[src/rtl/mmio_interconnect_pkg.sv]
// -----------------------------------------------------------------------------
// mmio_interconnect_pkg
// Purpose : shared types, constants and helpers for the MMIO data-bus
//           interconnect (FSM state encoding, fault counter width, saturating
//           increment).
// Ports   : none (package)
// -----------------------------------------------------------------------------
package mmio_interconnect_pkg;

    typedef enum logic [1:0] {
        IDLE = 2'd0,
        RESP = 2'd1,
        WAIT = 2'd2
    } mmio_state_t;

    localparam int MMIO_FAULT_CNT_W = 8;

    // Increment that sticks at all-ones instead of wrapping
    function automatic logic [MMIO_FAULT_CNT_W-1:0] sat_inc(input logic [MMIO_FAULT_CNT_W-1:0] v);
        if (v == {MMIO_FAULT_CNT_W{1'b1}}) begin
            return v;
        end else begin
            return v + MMIO_FAULT_CNT_W'(1);
        end
    endfunction

endpackage

[src/rtl/mmio_interconnect_if.sv]
// -----------------------------------------------------------------------------
// mmio_interconnect_if
// Purpose : core-side data port of the MMIO interconnect.
// Signals : en_i    access request
//           we_i    byte write enables ('0 = read)
//           addr_i  access address
//           rdata_o read data back to the core
//           stall_o core stall while a read waits on its target
// Modports: master (core side), slave (interconnect side)
// -----------------------------------------------------------------------------
interface mmio_interconnect_if #(
    parameter int DATA_W = 32
) ();
    logic                  en_i;
    logic [DATA_W/8-1:0]   we_i;
    logic [31:0]           addr_i;
    logic [DATA_W-1:0]     rdata_o;
    logic                  stall_o;

    modport master (output en_i, output we_i, output addr_i, input rdata_o, input stall_o);
    modport slave  (input en_i, input we_i, input addr_i, output rdata_o, output stall_o);
endinterface

[src/rtl/mmio_interconnect_region_decode.sv]
// -----------------------------------------------------------------------------
// mmio_region_decode
// Purpose : maps the address region-select field onto a one-hot target hit
//           vector and an unmapped flag. Target i owns the half-open range
//           [TGT_LIMIT[i-1], TGT_LIMIT[i]) with an implicit lower bound of 0
//           for target 0; limits must be ascending.
// Ports   : i_sel       region-select field of the address
//           o_hit       one-hot target hit
//           o_unmapped  select at or above the last limit
// -----------------------------------------------------------------------------
module mmio_region_decode
    import mmio_interconnect_pkg::*;
#(
    parameter int                         N_TGT     = 4,
    parameter int                         SEL_W     = 4,
    parameter logic [N_TGT*SEL_W-1:0]     TGT_LIMIT = {4'hF, 4'h8, 4'h3, 4'h2}
) (
    input  logic [SEL_W-1:0] i_sel,
    output logic [N_TGT-1:0] o_hit,
    output logic             o_unmapped
);

    // Range compare per target; each upper bound becomes the next lower bound
    always_comb begin
        logic [SEL_W-1:0] v_lo;
        logic [SEL_W-1:0] v_hi;
        v_lo  = '0;
        v_hi  = '0;
        o_hit = '0;
        for (int i = 0; i < N_TGT; i++) begin
            v_hi     = TGT_LIMIT[i*SEL_W +: SEL_W];
            o_hit[i] = (i_sel >= v_lo) && (i_sel < v_hi);
            v_lo     = v_hi;
        end
    end

    assign o_unmapped = (i_sel >= TGT_LIMIT[(N_TGT-1)*SEL_W +: SEL_W]);

endmodule

[src/rtl/mmio_interconnect.sv]
// -----------------------------------------------------------------------------
// mmio_interconnect
// Purpose : memory-mapped data-bus interconnect between the core data port and
//           N_TGT targets. Decodes the address into regions, enables the hit
//           target, returns its read data one cycle after issue (longer while
//           the target is not ready, stalling the core), posts writes, and
//           captures accesses to unmapped addresses.
// Ports   : clk, reset       clock, synchronous active-high reset
//           bus (slave)      core request / response (en, we, addr, rdata, stall)
//           tgt_en_o         one-hot target enable
//           tgt_rdata_i      target read data, target i in slice i
//           tgt_ready_i      target read data valid
//           fault_valid_o    sticky unmapped-access capture flag
//           fault_addr_o     address of the first captured fault
//           fault_we_o       first captured fault was a write
//           fault_cnt_o      saturating count of unmapped accesses
//           clr_fault_i      clears the capture registers
//           fault_irq_o      fault interrupt
// Config  : MMIO_FAULT_IRQ_EN defined -> fault_irq_o follows fault_valid_o;
//           otherwise fault_irq_o is tied low.
// -----------------------------------------------------------------------------
module mmio_interconnect
    import mmio_interconnect_pkg::*;
#(
    parameter int                                   N_TGT      = 4,
    parameter int                                   DATA_W     = 32,
    parameter int                                   SEL_MSB    = 31,
    parameter int                                   SEL_LSB    = 28,
    parameter logic [N_TGT*(SEL_MSB-SEL_LSB+1)-1:0] TGT_LIMIT  = {4'hF, 4'h8, 4'h3, 4'h2},
    parameter logic [DATA_W-1:0]                    FAULT_DATA = 32'hDEAD_BEEF
) (
    input  logic                        clk,
    input  logic                        reset,
    mmio_interconnect_if.slave          bus,
    output logic [N_TGT-1:0]            tgt_en_o,
    input  logic [N_TGT*DATA_W-1:0]     tgt_rdata_i,
    input  logic [N_TGT-1:0]            tgt_ready_i,
    output logic                        fault_valid_o,
    output logic [31:0]                 fault_addr_o,
    output logic                        fault_we_o,
    output logic [MMIO_FAULT_CNT_W-1:0] fault_cnt_o,
    input  logic                        clr_fault_i,
    output logic                        fault_irq_o
);

    localparam int SEL_W = SEL_MSB - SEL_LSB + 1;
    localparam int IDX_W = (N_TGT > 1) ? $clog2(N_TGT) : 1;

    mmio_state_t                 r_state;
    mmio_state_t                 w_state_next;
    logic [IDX_W-1:0]            r_sel;
    logic                        r_flt;
    logic                        r_fault_valid;
    logic [31:0]                 r_fault_addr;
    logic                        r_fault_we;
    logic [MMIO_FAULT_CNT_W-1:0] r_fault_cnt;

    logic [SEL_W-1:0]            w_sel;
    logic [N_TGT-1:0]            w_hit;
    logic                        w_unmapped;
    logic [IDX_W-1:0]            w_hit_idx;
    logic                        w_can_accept;
    logic                        w_accept;
    logic                        w_is_read;
    logic                        w_fault_evt;
    logic                        w_tgt_ready;
    logic [DATA_W-1:0]           w_tgt_rdata;
    logic [DATA_W-1:0]           w_rdata;
    logic                        w_stall;

    assign w_sel = bus.addr_i[SEL_MSB:SEL_LSB];

    mmio_region_decode #(
        .N_TGT     (N_TGT),
        .SEL_W     (SEL_W),
        .TGT_LIMIT (TGT_LIMIT)
    ) u_decode (
        .i_sel      (w_sel),
        .o_hit      (w_hit),
        .o_unmapped (w_unmapped)
    );

    // One-hot to index; hits are one-hot so OR-ing the candidates is exact
    always_comb begin
        w_hit_idx = '0;
        for (int i = 0; i < N_TGT; i++) begin
            w_hit_idx = w_hit_idx | (w_hit[i] ? IDX_W'(i) : '0);
        end
    end

    assign w_tgt_ready = tgt_ready_i[r_sel];
    assign w_tgt_rdata = tgt_rdata_i[r_sel*DATA_W +: DATA_W];
    assign w_is_read   = (bus.we_i == '0);
    assign w_accept    = bus.en_i & w_can_accept;
    assign w_fault_evt = w_accept & w_unmapped;

    // Next-state and core-facing response; a completed response frees the
    // port in the same cycle, while a stalled RESP or any WAIT cycle holds it
    always_comb begin
        w_state_next = r_state;
        w_can_accept = 1'b0;
        w_rdata      = '0;
        w_stall      = 1'b0;
        if (reset) begin
            w_state_next = IDLE;
        end else begin
            case (r_state)
                IDLE: begin
                    w_can_accept = 1'b1;
                end
                RESP: begin
                    if (r_flt) begin
                        w_rdata      = FAULT_DATA;
                        w_can_accept = 1'b1;
                        w_state_next = IDLE;
                    end else if (w_tgt_ready) begin
                        w_rdata      = w_tgt_rdata;
                        w_can_accept = 1'b1;
                        w_state_next = IDLE;
                    end else begin
                        w_stall      = 1'b1;
                        w_state_next = WAIT;
                    end
                end
                WAIT: begin
                    if (w_tgt_ready) begin
                        w_rdata      = w_tgt_rdata;
                        w_state_next = IDLE;
                    end else begin
                        w_stall      = 1'b1;
                        w_state_next = WAIT;
                    end
                end
                default: begin
                    w_state_next = IDLE;
                end
            endcase
            if (w_accept && w_is_read) begin
                w_state_next = RESP;
            end else begin
                w_state_next = w_state_next;
            end
        end
    end

    // FSM state plus the target index / fault flag of the outstanding read
    always_ff @(posedge clk) begin
        if (reset) begin
            r_state <= IDLE;
            r_sel   <= '0;
            r_flt   <= 1'b0;
        end else begin
            r_state <= w_state_next;
            if (w_accept && w_is_read) begin
                r_sel <= w_hit_idx;
                r_flt <= w_unmapped;
            end else begin
                r_sel <= r_sel;
                r_flt <= r_flt;
            end
        end
    end

    // Fault capture: first fault is kept; a fault coincident with a clear wins
    always_ff @(posedge clk) begin
        if (reset) begin
            r_fault_valid <= 1'b0;
            r_fault_addr  <= 32'h0000_0000;
            r_fault_we    <= 1'b0;
            r_fault_cnt   <= '0;
        end else if (w_fault_evt) begin
            r_fault_cnt <= clr_fault_i ? MMIO_FAULT_CNT_W'(1) : sat_inc(r_fault_cnt);
            if (clr_fault_i || !r_fault_valid) begin
                r_fault_valid <= 1'b1;
                r_fault_addr  <= bus.addr_i;
                r_fault_we    <= ~w_is_read;
            end else begin
                r_fault_valid <= r_fault_valid;
                r_fault_addr  <= r_fault_addr;
                r_fault_we    <= r_fault_we;
            end
        end else if (clr_fault_i) begin
            r_fault_valid <= 1'b0;
            r_fault_addr  <= 32'h0000_0000;
            r_fault_we    <= 1'b0;
            r_fault_cnt   <= '0;
        end else begin
            r_fault_valid <= r_fault_valid;
            r_fault_addr  <= r_fault_addr;
            r_fault_we    <= r_fault_we;
            r_fault_cnt   <= r_fault_cnt;
        end
    end

    assign tgt_en_o      = w_accept ? w_hit : '0;
    assign bus.rdata_o   = w_rdata;
    assign bus.stall_o   = w_stall;
    assign fault_valid_o = r_fault_valid;
    assign fault_addr_o  = r_fault_addr;
    assign fault_we_o    = r_fault_we;
    assign fault_cnt_o   = r_fault_cnt;

`ifdef MMIO_FAULT_IRQ_EN
    assign fault_irq_o = r_fault_valid;
`else
    assign fault_irq_o = 1'b0;
`endif

endmodule

[src/flat_wrapper.sv]
// flat-port wrapper written by rule: the top's interface ports become plain ports
module mmio_interconnect_flat import mmio_interconnect_pkg::*;
#(
    parameter int                                   N_TGT      = 4,
    parameter int                                   DATA_W     = 32,
    parameter int                                   SEL_MSB    = 31,
    parameter int                                   SEL_LSB    = 28,
    parameter logic [N_TGT*(SEL_MSB-SEL_LSB+1)-1:0] TGT_LIMIT  = {4'hF, 4'h8, 4'h3, 4'h2},
    parameter logic [DATA_W-1:0]                    FAULT_DATA = 32'hDEAD_BEEF
)
  (clk, reset, tgt_en_o, tgt_rdata_i, tgt_ready_i, fault_valid_o, fault_addr_o, fault_we_o, fault_cnt_o, clr_fault_i, fault_irq_o, bus_en_i, bus_we_i, bus_addr_i, bus_rdata_o, bus_stall_o);
  mmio_interconnect_if #(.DATA_W(DATA_W)) bus_i ();
  input  logic clk;
  input  logic reset;
  output logic [N_TGT-1:0] tgt_en_o;
  input  logic [N_TGT*DATA_W-1:0] tgt_rdata_i;
  input  logic [N_TGT-1:0] tgt_ready_i;
  output logic fault_valid_o;
  output logic [31:0] fault_addr_o;
  output logic fault_we_o;
  output logic [MMIO_FAULT_CNT_W-1:0] fault_cnt_o;
  input  logic clr_fault_i;
  output logic fault_irq_o;
  input wire logic [$bits(bus_i.en_i)-1:0] bus_en_i;
  input wire logic [$bits(bus_i.we_i)-1:0] bus_we_i;
  input wire logic [$bits(bus_i.addr_i)-1:0] bus_addr_i;
  output wire logic [$bits(bus_i.rdata_o)-1:0] bus_rdata_o;
  output wire logic [$bits(bus_i.stall_o)-1:0] bus_stall_o;
  assign bus_i.en_i = bus_en_i;
  assign bus_i.we_i = bus_we_i;
  assign bus_i.addr_i = bus_addr_i;
  assign bus_rdata_o = bus_i.rdata_o;
  assign bus_stall_o = bus_i.stall_o;
  mmio_interconnect #(.N_TGT(N_TGT), .DATA_W(DATA_W), .SEL_MSB(SEL_MSB), .SEL_LSB(SEL_LSB), .TGT_LIMIT(TGT_LIMIT), .FAULT_DATA(FAULT_DATA)) u_core (.clk(clk), .reset(reset), .bus(bus_i), .tgt_en_o(tgt_en_o), .tgt_rdata_i(tgt_rdata_i), .tgt_ready_i(tgt_ready_i), .fault_valid_o(fault_valid_o), .fault_addr_o(fault_addr_o), .fault_we_o(fault_we_o), .fault_cnt_o(fault_cnt_o), .clr_fault_i(clr_fault_i), .fault_irq_o(fault_irq_o));
endmodule
[config.mk]
export PLATFORM = sky130hd
export DESIGN_NAME = mmio_interconnect_flat
export DESIGN_NICKNAME = d
export VERILOG_FILES = /design/src/rtl/mmio_interconnect_pkg.sv /design/src/rtl/mmio_interconnect_if.sv /design/src/rtl/mmio_interconnect_region_decode.sv /design/src/rtl/mmio_interconnect.sv /design/src/flat_wrapper.sv
export SDC_FILE = /design/constraint.sdc
export NUM_CORES = 1
export LEC_CHECK = 0
export CAP_MARGIN = 30
export CORE_ASPECT_RATIO = 0.9
export CORE_MARGIN = 2
export CORE_UTILIZATION = 33
export DETAILED_ROUTE_END_ITERATION = 7
export PLACE_DENSITY = 0.82
export RECOVER_POWER = 25
export SLEW_MARGIN = 15
export SYNTH_ARGS = -nofsm -noshare
export SYNTH_HDL_FRONTEND = slang
export SYNTH_HIERARCHICAL = 1
export SYNTH_SLANG_ARGS = --single-unit
[constraint.sdc]
create_clock -name clk -period 2.75 [get_ports clk]
set_clock_uncertainty 0.1 [all_clocks]
set_input_delay 0.6875 -clock clk [delete_from_list [all_inputs] [get_ports clk]]
set_output_delay 0.6875 -clock clk [all_outputs]
set_load 0.01 [all_outputs]
==> impl_results.md, run 1 <==
* Post-synthesis cell count at 292
* Hold Vio Cnt, Final at 0
* Largest stage delay, worst path at 0.21 ns
* Final WL at 13600 µm
* Avg Synthesized Cell Area at 10.5 µm²
* Initial Util at 0.337
* Yosys warns at 6
* Leakage power total at 0.00248 µW
* Avg WL per Cell at 19.5 µm
* Final nets at 748
* Most Frequent Cell on Critical Path: buf_6
* Clock latency at the later pin of the worst-skew pair at 0.30 ns
* Die Y at 95.4 µm
* Gate power share at 0.267
* Max Clk Rate at 356 MHz
* Number of DRC markers in iteration 0 at 188
* CP max FO at 6
* GRT Total Usage at 0.252
* Worst setup margin at -0.0565 ns
* Clk network pwr share at 0.286
* R2r endpoint: u_core/fault_addr_o[19]
* Grt ovf at 0
* Min Tclk post-route at 2.81 ns
* H-Tree Depth at 2
* Sw Share at 0.242
* Placed Cells at 675
* Number of port buffers at 250
* Initial antenna violation count at 1
* Critical-path top delay cell: mux2i_2
* Pins Over Slew Limit at 0
* CP required at 1.96 ns
* Setup_tns at -0.252 ns
* WHS Endpoint: u_core/fault_addr_o[9]
* I/O pins at 252
* Top cells by area, synth: dfxtp_1, mux4_2, a22o_1
* Outcome: finished with violations
* Non-Filler Instances at 696
* Setup violators final at 10
* R2R Path Start: u_core/r_sel[1]
* Path depth of the worst reg2reg path at 9
* Die area at 10100 µm²
* Hold Crit Depth at 1
* Core area at 9080 µm²
* Pre-Repair DR Iteration Count at 4
* Clock-pin slew on the worst setup and hold paths at 0.10 ns
* Sequential Power Share at 0.447
* Critical Path AT at 2.02 ns
* DRC at 0
* Setup CP Type: in -> out
* Site Rows at 33
* Max cap viols at 0
* Root buf cell: clkbuf_8
* Post-route ant nets at 0
* Syn nets at 468
* Yosys top cell area share at 0.307
* Library cell with the highest instance count after synthesis: dfxtp_1
* Critical Path Source Type: input pin
* Failing checks: setup timing
* Synth unique cells at 47
* Cell Area, Synth at 3060 µm²
* DR vias at 3641
* Yosys top cell by area: dfxtp_1
* Crit-path cells: buf_6 > mux2i_2 > mux2i_1 > buf_4 > o211ai_1 > buf_4 > buf_6 > buf_6 > o21ai_2 > buf_2
* Via density at 5.23
* Post-synthesis sequential area ratio at 0.307
* CTS tree: yes
* Worst VDD drop at 262 µV
* Power, Total at 1530 µW
* Relative slew slack at 0.656
* FF+latch area at 948 µm²
* CTS buffer count at 5
* Vias in the first global route at 3770
* Share of layout cells above drive strength 1 at 0.277
* Least-Margin Pin Slew at 0.516 ns
* Ys flop type: dfxtp_1
* Post-synthesis async set-or-reset flop share at 0
* Power Density at 255 nW/µm²
* First-pass GRT wire length at 19800 µm
* EDFF count, synth at 0
* Crit. End Element: output port
* Placed wire-length estimate at 10400 µm
* Area of the multi-input gates at 1960 µm²
* Fin crit share at 1.02
* Hold_sp: u_core/fault_addr_o[9]
* Top cells by count, synth: dfxtp_1, mux4_2, inv_1
* Seq cells post-synth at 47
* Die width at 106 µm
* Net Switching at 370 µW
* HP Class: reg -> reg
* Clock sink count at 47
* Fill cells at 746
* Cell-internal power at 1160 µW
* Flop2flop setup slack at 0.57 ns
* Area grow syn2layout at 96.6%
* Pin count of the biggest net entering global routing at 34
* Core Util, Final at 0.663
* Gpl congestion at 0.870
* Unrepaired setup endpoints after global routing: true
* Longest Clk Path Bufs at 2
==> power by group through the flow <==
| stage | Combinational, µW | Clock [µW] | Sequential (µW) |
|---|---|---|---|
| 4_1_cts | 400 | 447 | 687 |
| 3_5_place_dp | 396 | 0 | 702 |
| 5_1_grt | 433 | 479 | 686 |
| 2_1_floorplan | 98.0 | 0 | 703 |
| 6_report | 409 | 438 | 686 |
| 3_3_place_gp | 386 | 0 | 702 |
==> cells by family (layout without fill, tap and decap cells) <==
logic type,after synthesis,in the layout,synth area share
AO/OA/AOI/OAI,81,81,0.203
adder cells (fa/ha/maj),4,4,0.0163
buffers and inverters,55,336,0.0845
flip-flops,47,47,0.307
multiplexers,39,39,0.258
other,1,2,0.00122
AND/OR/NAND/NOR,65,65,0.130
==> what timing repair did <==
| item | CTS | global route |
|---|---|---|
| hold endpoints to repair | 0 | 0 |
| pin swaps | 3 | 1 |
| buffers inserted | 5 | 3 |
| hold buffers | 0 | 0 |
| gates resized for setup | 159 | 39 |
| setup endpoints to repair | 37 | 37 |
| gates cloned | 4 | 0 |
==> worst max-delay path: cells and delay by family <==
| family | cells | cell delay [ns] |
|---|---|---|
| AOI/OAI and AO/OA | 2 | 0.17 |
| buffers and inverters | 6 | 0.80 |
| muxes | 2 | 0.36 |
==> worst max path at each step <==
stage | start | to | depth (start not counted)
after detailed placement | tgt_ready_i[1] | bus_rdata_o[31] | 7
after global placement | tgt_ready_i[2] | bus_rdata_o[13] | 7
after floorplan | tgt_ready_i[3] | bus_rdata_o[10] | 5
after CTS | u_core/r_state[0] | bus_rdata_o[18] | 7
after global routing | u_core/r_sel[1] | bus_rdata_o[8] | 8
final | tgt_ready_i[3] | bus_rdata_o[16] | 10
==> state kept, by name, indices dropped and copies added (netlist names) <==
signal                count
u_core/fault_addr_o      32
u_core/fault_cnt_o        8
u_core/fault_valid_o      1
u_core/fault_we_o         1
u_core/r_flt              1
u_core/r_sel              2
u_core/r_state            2
==> layout make-up <==
type,instances,share of cell area
Sequential cell,47,0.157
Clock buffer,5,0.0114
Tap cell,122,0.0253
Antenna cell,1,0.000415
Clock inverter,3,0.00374
Inverter,31,0.0193
Multi-Input combinational cell,190,0.326
Timing Repair Buffer,297,0.457
==> per-layer routing <==
layer	vias up	track usage	routed length [µm]
met5	-	0	0
met4	0	0.101	529
met3	38	0.0656	951
met2	165	0.463	7140
met1	1741	0.281	4970
li1	1697	-	-
==> stage by stage <==
step                      instance area, µm²  worst slack (ns)  hold slack [ns]
final                                   6020           -0.0565            0.384
after floorplan                         3060             0.259            0.370
after detailed placement                5890            -0.612            0.363
after global placement                  5890            -0.542            0.362
after CTS                               5980           -0.0616            0.390
after global routing                    6020           -0.0945            0.409
==> layout by cell type (no fill, tap or decap), drive strengths merged, types with 3 or more instances in the layout <==
cell type | Yosys | routed
mux4 | 32 | 32
nand3 | 6 | 6
dlygate4sd3 | 0 | 27
and2 | 3 | 3
or3 | 4 | 4
o21ai | 24 | 24
a22o | 34 | 34
clkdlybuf4s50 | 0 | 177
buf | 13 | 74
a311oi | 3 | 3
dlygate4sd2 | 0 | 5
mux2i | 7 | 7
a31oi | 6 | 6
nor3b | 3 | 3
dfxtp | 47 | 47
nor3 | 3 | 3
nor4b | 5 | 5
and3 | 4 | 4
clkbuf | 11 | 14
nor4 | 3 | 3
nand2 | 8 | 8
clkdlybuf4s15 | 0 | 3
inv | 31 | 32
nor2 | 7 | 7
nor2b | 10 | 10
a21oi | 3 | 3
ha | 4 | 4
(Power assumes the default switching activity.)
==> run 2, diff against run 1 <==
--- a/config.mk
+++ b/config.mk
@@ -7,7 +7,6 @@
 export LEC_CHECK = 0
 export CAP_MARGIN = 30
 export CORE_ASPECT_RATIO = 0.9
-export CORE_MARGIN = 2
 export CORE_UTILIZATION = 33
 export DETAILED_ROUTE_END_ITERATION = 7
 export PLACE_DENSITY = 0.82
==> impl_results.md, run 2 (synthesis gave the netlist of run 1 again) <==
* Core Util, Final at 0.692 (+0.0288)
* GRT Total Usage at 0.261 (+0.00888)
* Critical Path AT at 1.97 ns (-0.05 ns)
* Max Clk Rate at 363 MHz (+1.8%)
* Clk network pwr share at 0.324 (+0.038)
* Worst VDD drop at 225 µV (-14%)
* Final WL at 13200 µm (-2.7%)
* Final nets at 746 (-0.27%)
* Initial antenna violation count at 0 (-1)
* Initial Util at 0.349 (+0.0121)
* Post-CTS Hold Buffers at 0 (unchanged)
* CP required at 1.96 ns (about the same)
* Cell-internal power at 1250 µW (+7.7%)
* Unrepaired setup endpoints after global routing: true
* H-Tree Depth at 2 (unchanged)
* DP Worst Slack at -0.666 ns (-0.0547 ns)
* Fill cells at 670 (-10%)
* Hold Vio Cnt, Final at 0 (unchanged)
* Root buf cell: clkbuf_8
* CTS tree: yes
* Pre-Repair DR Iteration Count at 7 (+3)
* Most frequent cells in the layout: clkdlybuf4s50_1, dfxtp_1, mux4_2
* Min Tclk post-route at 2.76 ns (-0.0501 ns)
* Crit. End Element: output port
* Failing checks: setup timing
* Grt ovf at 0 (unchanged)
* Die width at 104 µm (-1.9%)
* Vias in the first global route at 3763 (-0.19%)
* Most Frequent Cell on Critical Path: buf_4
* Net Switching at 361 µW (-2.5%)
* HP Class: reg -> reg
* Largest stage delay, worst path at 0.21 ns (about the same)
* First-pass GRT wire length at 19800 µm (-0.38%)
* I/O pins at 252 (unchanged)
* Leakage power total at 0.00248 µW (+0.11%)
* Placed wire-length estimate at 10200 µm (-2.2%)
* Sequential Power Share at 0.425 (-0.022)
* Setup CP Type: in -> out
* Clock sink count at 47 (unchanged)
* Pins Over Slew Limit at 0 (unchanged)
* Setup violators final at 1 (-9)
* DRC at 0 (unchanged)
* Pin count of the biggest net entering global routing at 34 (unchanged)
* Longest Clk Path Bufs at 2 (unchanged)
* Crit-path cells: buf_2 > mux2i_1 > mux2i_1 > buf_4 > o211ai_1 > buf_4 > buf_4 > o21ai_1 > buf_2
* Power Density at 266 nW/µm² (+4.5%)
* Max cap viols at 0 (unchanged)
* Core area at 8770 µm² (-3.5%)
* Number of port buffers at 250 (unchanged)
* Outcome: finished with violations
* Avg WL per Cell at 19.1 µm (-1.9%)
* Power, Total at 1610 µW (+5.2%)
* Number of DRC markers in iteration 0 at 143 (-24%)
* Clock-pin slew on the worst setup and hold paths at 0.10 ns (about the same)
* Post-route ant nets at 0 (unchanged)
* CTS buffer count at 5 (unchanged)
* Finished Cell Area at 6070 µm² (+0.73%)
* Sw Share at 0.224 (-0.0178)
* Critical-path top delay cell: mux2i_1
* Area after DPL at 5890 µm² (about the same)
* Site Rows at 32 (-3.0%)
* Gpl congestion at 0.983 (+13%)
* ANT cells at 0 (-1)
* Fin crit share at 1.00 (-0.0182)
* CP max FO at 6 (unchanged)
* Commonest non-fill, non-tap cell in the layout: clkdlybuf4s50_1
* Setup_tns at -0.00641 ns (+0.246 ns)
* Share of layout cells above drive strength 1 at 0.284 (+0.00623)
* Gate power share at 0.251 (-0.016)
* Clock latency at the later pin of the worst-skew pair at 0.29 ns (about the same)
* Die Y at 93.4 µm (-2.1%)
* Via density at 5.24 (about the same)
* Die area at 9680 µm² (-4.0%)
* DR vias at 3613 (-0.77%)
* Critical Path Source Type: input pin
* Max reg flops at 32 (unchanged)
* Worst setup margin at -0.00641 ns (+0.0501 ns)
* Area grow syn2layout at 98.0%
run 2: cell type report:
cell class | instances | area, µm² | area share
sequential | 47 | 946 | 0.156
multi-input combinational | 190 | 1960 | 0.324
timing repair buffer | 295 | 2780 | 0.458
tap | 119 | 149 | 0.0245
clock buffer | 5 | 68.8 | 0.0113
clock inverter | 3 | 46.3 | 0.00763
inverter | 31 | 116 | 0.0192
run 2: critical path: cells and delay by family:
kind | cells | cell delay, ns
muxes | 2 | 0.30
buffers and inverters | 5 | 0.76
AOI/OAI and AO/OA | 2 | 0.24
run 2: through the flow:
step,cells,hold slack (ns)
detailed placement,670,0.365
floorplan,292,0.370
global route,690,0.398
global placement,670,0.362
finish,690,0.385
CTS,690,0.391
run 2: repair_timing:
item / 4_1_cts / 5_1_grt
gates resized for setup: 141 / 70
buffers inserted: 8 / 3
pin swaps: 4 / 2
endpoints found under the setup margin: 37 / 36
cloned: 4 / 0
run 2: path summary, 6_finish.rpt:
kind / from / to / slack [ns] / cells after the start
worst min register to register: u_core/fault_addr_o[4] / u_core/fault_addr_o[4] / 0.38 / 1
worst max register to register: u_core/r_sel[1] / u_core/fault_addr_o[19] / 0.40 / 8
worst min-delay path: u_core/fault_addr_o[4] / u_core/fault_addr_o[4] / 0.38 / 1
worst max-delay path: tgt_ready_i[0] / bus_rdata_o[27] / -0.006 / 9
run 2: power by group through the flow:
stage / Sequential, µW / Clock [µW] / Combinational [µW]
CTS: 687 / 533 / 398
detailed placement: 702 / 0 / 395
finish: 687 / 523 / 404
floorplan: 703 / 0 / 98.0
global placement: 702 / 0 / 386
global route: 687 / 562 / 429
run 2: per-layer routing:
metal  track usage  vias up  wire (µm)
li1              -     1690          -
met3        0.0718       35       1010
met4        0.0966        0        518
met2         0.479      161       6750
met5             0        -          0
met1         0.289     1727       4940
==> run 3, diff against run 2 <==
--- a/config.mk
+++ b/config.mk
@@ -6,10 +6,11 @@
 export NUM_CORES = 1
 export LEC_CHECK = 0
 export CAP_MARGIN = 30
-export CORE_ASPECT_RATIO = 0.9
-export CORE_UTILIZATION = 33
+export CORE_AREA = 2 2 97 99
 export DETAILED_ROUTE_END_ITERATION = 7
-export PLACE_DENSITY = 0.82
+export DIE_AREA = 0 0 99 101
+export MAX_ROUTING_LAYER = met4
+export PLACE_DENSITY = 0.84
 export RECOVER_POWER = 25
 export SLEW_MARGIN = 15
 export SYNTH_ARGS = -nofsm -noshare
==> constraint.sdc (replaced) <==
create_clock -name clk -period 3.57 [get_ports clk]
set_clock_uncertainty 0.1 [all_clocks]
set_input_delay 0.8925 -clock clk [delete_from_list [all_inputs] [get_ports clk]]
set_output_delay 0.8925 -clock clk [all_outputs]
set_load 0.01 [all_outputs]
==> impl_results.md, run 3 (synthesis gave the netlist of run 1 again) <==
* Placed wire-length estimate at 9650 µm (-5.2%)
* H-Tree Depth at 2 (unchanged)
* Hold Vio Cnt, Final at 0 (unchanged)
* Final WL at 11900 µm (-9.7%)
* Number of DRC markers in iteration 0 at 105 (-27%)
* Crit. End Element: output port
* Setup violators final at 0 (-1)
* Area grow syn2layout at 92.1%
* Gpl congestion at 0.885 (-9.9%)
* Setup_tns at 0 ns (+0.00641 ns)
* Area of the multi-input gates at 1890 µm² (-3.8%)
* GRT Total Usage at 0.230 (-0.0309)
* Sw Share at 0.220 (-0.00411)
* I/O pins at 252 (unchanged)
* Pins Over Slew Limit at 0 (unchanged)
* Power Density at 193 nW/µm² (-28%)
* Max Clk Rate at 296 MHz
* Longest Clk Path Bufs at 2 (unchanged)
* Post-CTS Hold Buffers at 0 (unchanged)
* Unrepaired setup endpoints after global routing: false
* Site Rows at 35 (+9.4%)
* Post-route ant nets at 0 (unchanged)
* Initial antenna violation count at 2 (+2)
* Clock-pin slew on the worst setup and hold paths at 0.09 ns (about the same)
* Fill cells at 754 (+13%)
* CP max FO at 6 (unchanged)
* Grt ovf at 0 (unchanged)
* Non-Filler Instances at 667 (-3.3%)
* Share of layout cells above drive strength 1 at 0.177 (-0.107)
* Outcome: finished, final reports clean
* FF+latch area at 943 µm² (-0.26%)
* Die Y at 101 µm (+8.1%)
* Max cap viols at 0 (unchanged)
* Cell-internal power at 884 µW (-29%)
* DR vias at 3496 (-3.2%)
* Net Switching at 249 µW (-31%)
* Critical Path Source Type: input pin
* Max reg flops at 32 (unchanged)
* Worst VDD drop at 220 µV (-2.1%)
* Clock sink count at 47 (unchanged)
* Gate power share at 0.264 (+0.013)
* Min Tclk post-route at 3.38 ns
* Critical Path AT at 2.39 ns (+0.42 ns)
* Final nets at 729 (-2.3%)
* Clock latency at the later pin of the worst-skew pair at 0.29 ns (about the same)
* Root buf cell: clkbuf_8
* Initial Util at 0.341 (-0.00813)
* HP Class: reg -> reg
* Sequential Power Share at 0.467 (+0.042)
* CP required at 2.58 ns (+0.62 ns)
* Most frequent cells in the layout: clkdlybuf4s50_1, dfxtp_1, mux4_2
* Commonest non-fill, non-tap cell in the layout: clkdlybuf4s50_1
* Number of port buffers at 250 (unchanged)
* Fin crit share at 0.947
* Leakage power total at 0.00245 µW (-1.6%)
* Vias in the first global route at 3624 (-3.7%)
* DRC at 0 (unchanged)
* Setup CP Type: in -> out
* CTS tree: yes
* Avg WL per Cell at 17.9 µm (-6.6%)
* CTS buffer count at 5 (unchanged)
* Placed Cells at 650 (-3.0%)
* Die width at 99 µm (-4.4%)
* Die area at 10000 µm² (+3.3%)
* Clk network pwr share at 0.269 (-0.055)
* First-pass GRT wire length at 17900 µm (-9.5%)
* Pin count of the biggest net entering global routing at 34 (unchanged)
* Pre-Repair DR Iteration Count at 4 (-3)
* Core area at 8980 µm² (+2.4%)
* Via density at 5.24 (about the same)
-- run 3: cell types whose count changed in the layout (fill, tap and decap cells not counted), moves of 5 or more --
cell,change
buf_2,-27
dlygate4sd2_1,+19
o21ai_0,+16
o21ai_1,-9
clkbuf_2,-8
dlygate4sd3_1,+7
o21ai_2,-7
buf_12,-5
buf_4,-5
clkdlybuf4s15_2,+5
-- run 3: repair_timing --
item | in CTS | in global routing
setup endpoints to repair | 37 | 31
buffers inserted | 3 | 2
hold endpoints to repair | 0 | 0
gates cloned | 0 | 2
gates resized for setup | 55 | 25
pin swaps | 1 | 1
-- run 3: worst paths after layout --
kind	startpoint	endpoint	slack (ns)	cells after the start
worst max register to register	u_core/r_state[0]	u_core/fault_addr_o[6]	1.13	9
worst max-delay path	tgt_ready_i[0]	bus_rdata_o[18]	0.19	9
worst min-delay path	u_core/fault_addr_o[29]	u_core/fault_addr_o[29]	0.38	1
worst min register to register	u_core/fault_addr_o[29]	u_core/fault_addr_o[29]	0.38	1
-- run 3: power groups by stage --
stage | combinational (µW) | clock (µW) | sequential, µW
after floorplan | 75.5 | 0 | 541
after global placement | 289 | 0 | 541
after detailed placement | 297 | 0 | 541
after CTS | 300 | 316 | 529
after global routing | 319 | 338 | 529
final | 299 | 305 | 529
-- run 3: through the flow --
stage | power (µW) | hold WS, ns | area (µm²) | util | worst slack [ns]
after floorplan | 617 | 0.370 | 3060 | - | 0.669
after global placement | 830 | 0.361 | 5740 | 0.640 | -0.247
after detailed placement | 838 | 0.366 | 5740 | 0.640 | -0.281
after CTS | 1140 | 0.393 | 5820 | 0.649 | -0.0964
after global routing | 1190 | 0.408 | 5890 | 0.656 | 0.0393
final | 1130 | 0.384 | 5890 | 0.656 | 0.190
-- run 3: layout make-up --
cell class,count,share of cell area
timing repair buffer,278,0.460
clock buffer,6,0.0123
tap,111,0.0236
antenna,2,0.000850
inverter,31,0.0198
clock inverter,2,0.00213
multi-input combinational,190,0.321
sequential,47,0.160
-- run 3: critical path, cell delays in order --
cell            delay (ns)
dlymetal6s2s_1        0.13
mux2i_2               0.20
mux2i_1               0.13
buf_4                 0.15
buf_4                 0.12
o211ai_1              0.17
buf_4                 0.23
o21ai_0               0.08
dlygate4sd2_1         0.28
-- run 3: metal layers --
| layer | vias to the layer above | track usage | share of wire |
|---|---|---|---|
| met1 | 1649 | 0.244 | 0.37 |
| met5 | - | - | 0 |
| li1 | 1654 | - | - |
| met4 | 0 | 0.0706 | 0.018 |
| met2 | 177 | 0.414 | 0.51 |
| met3 | 16 | 0.0680 | 0.092 |
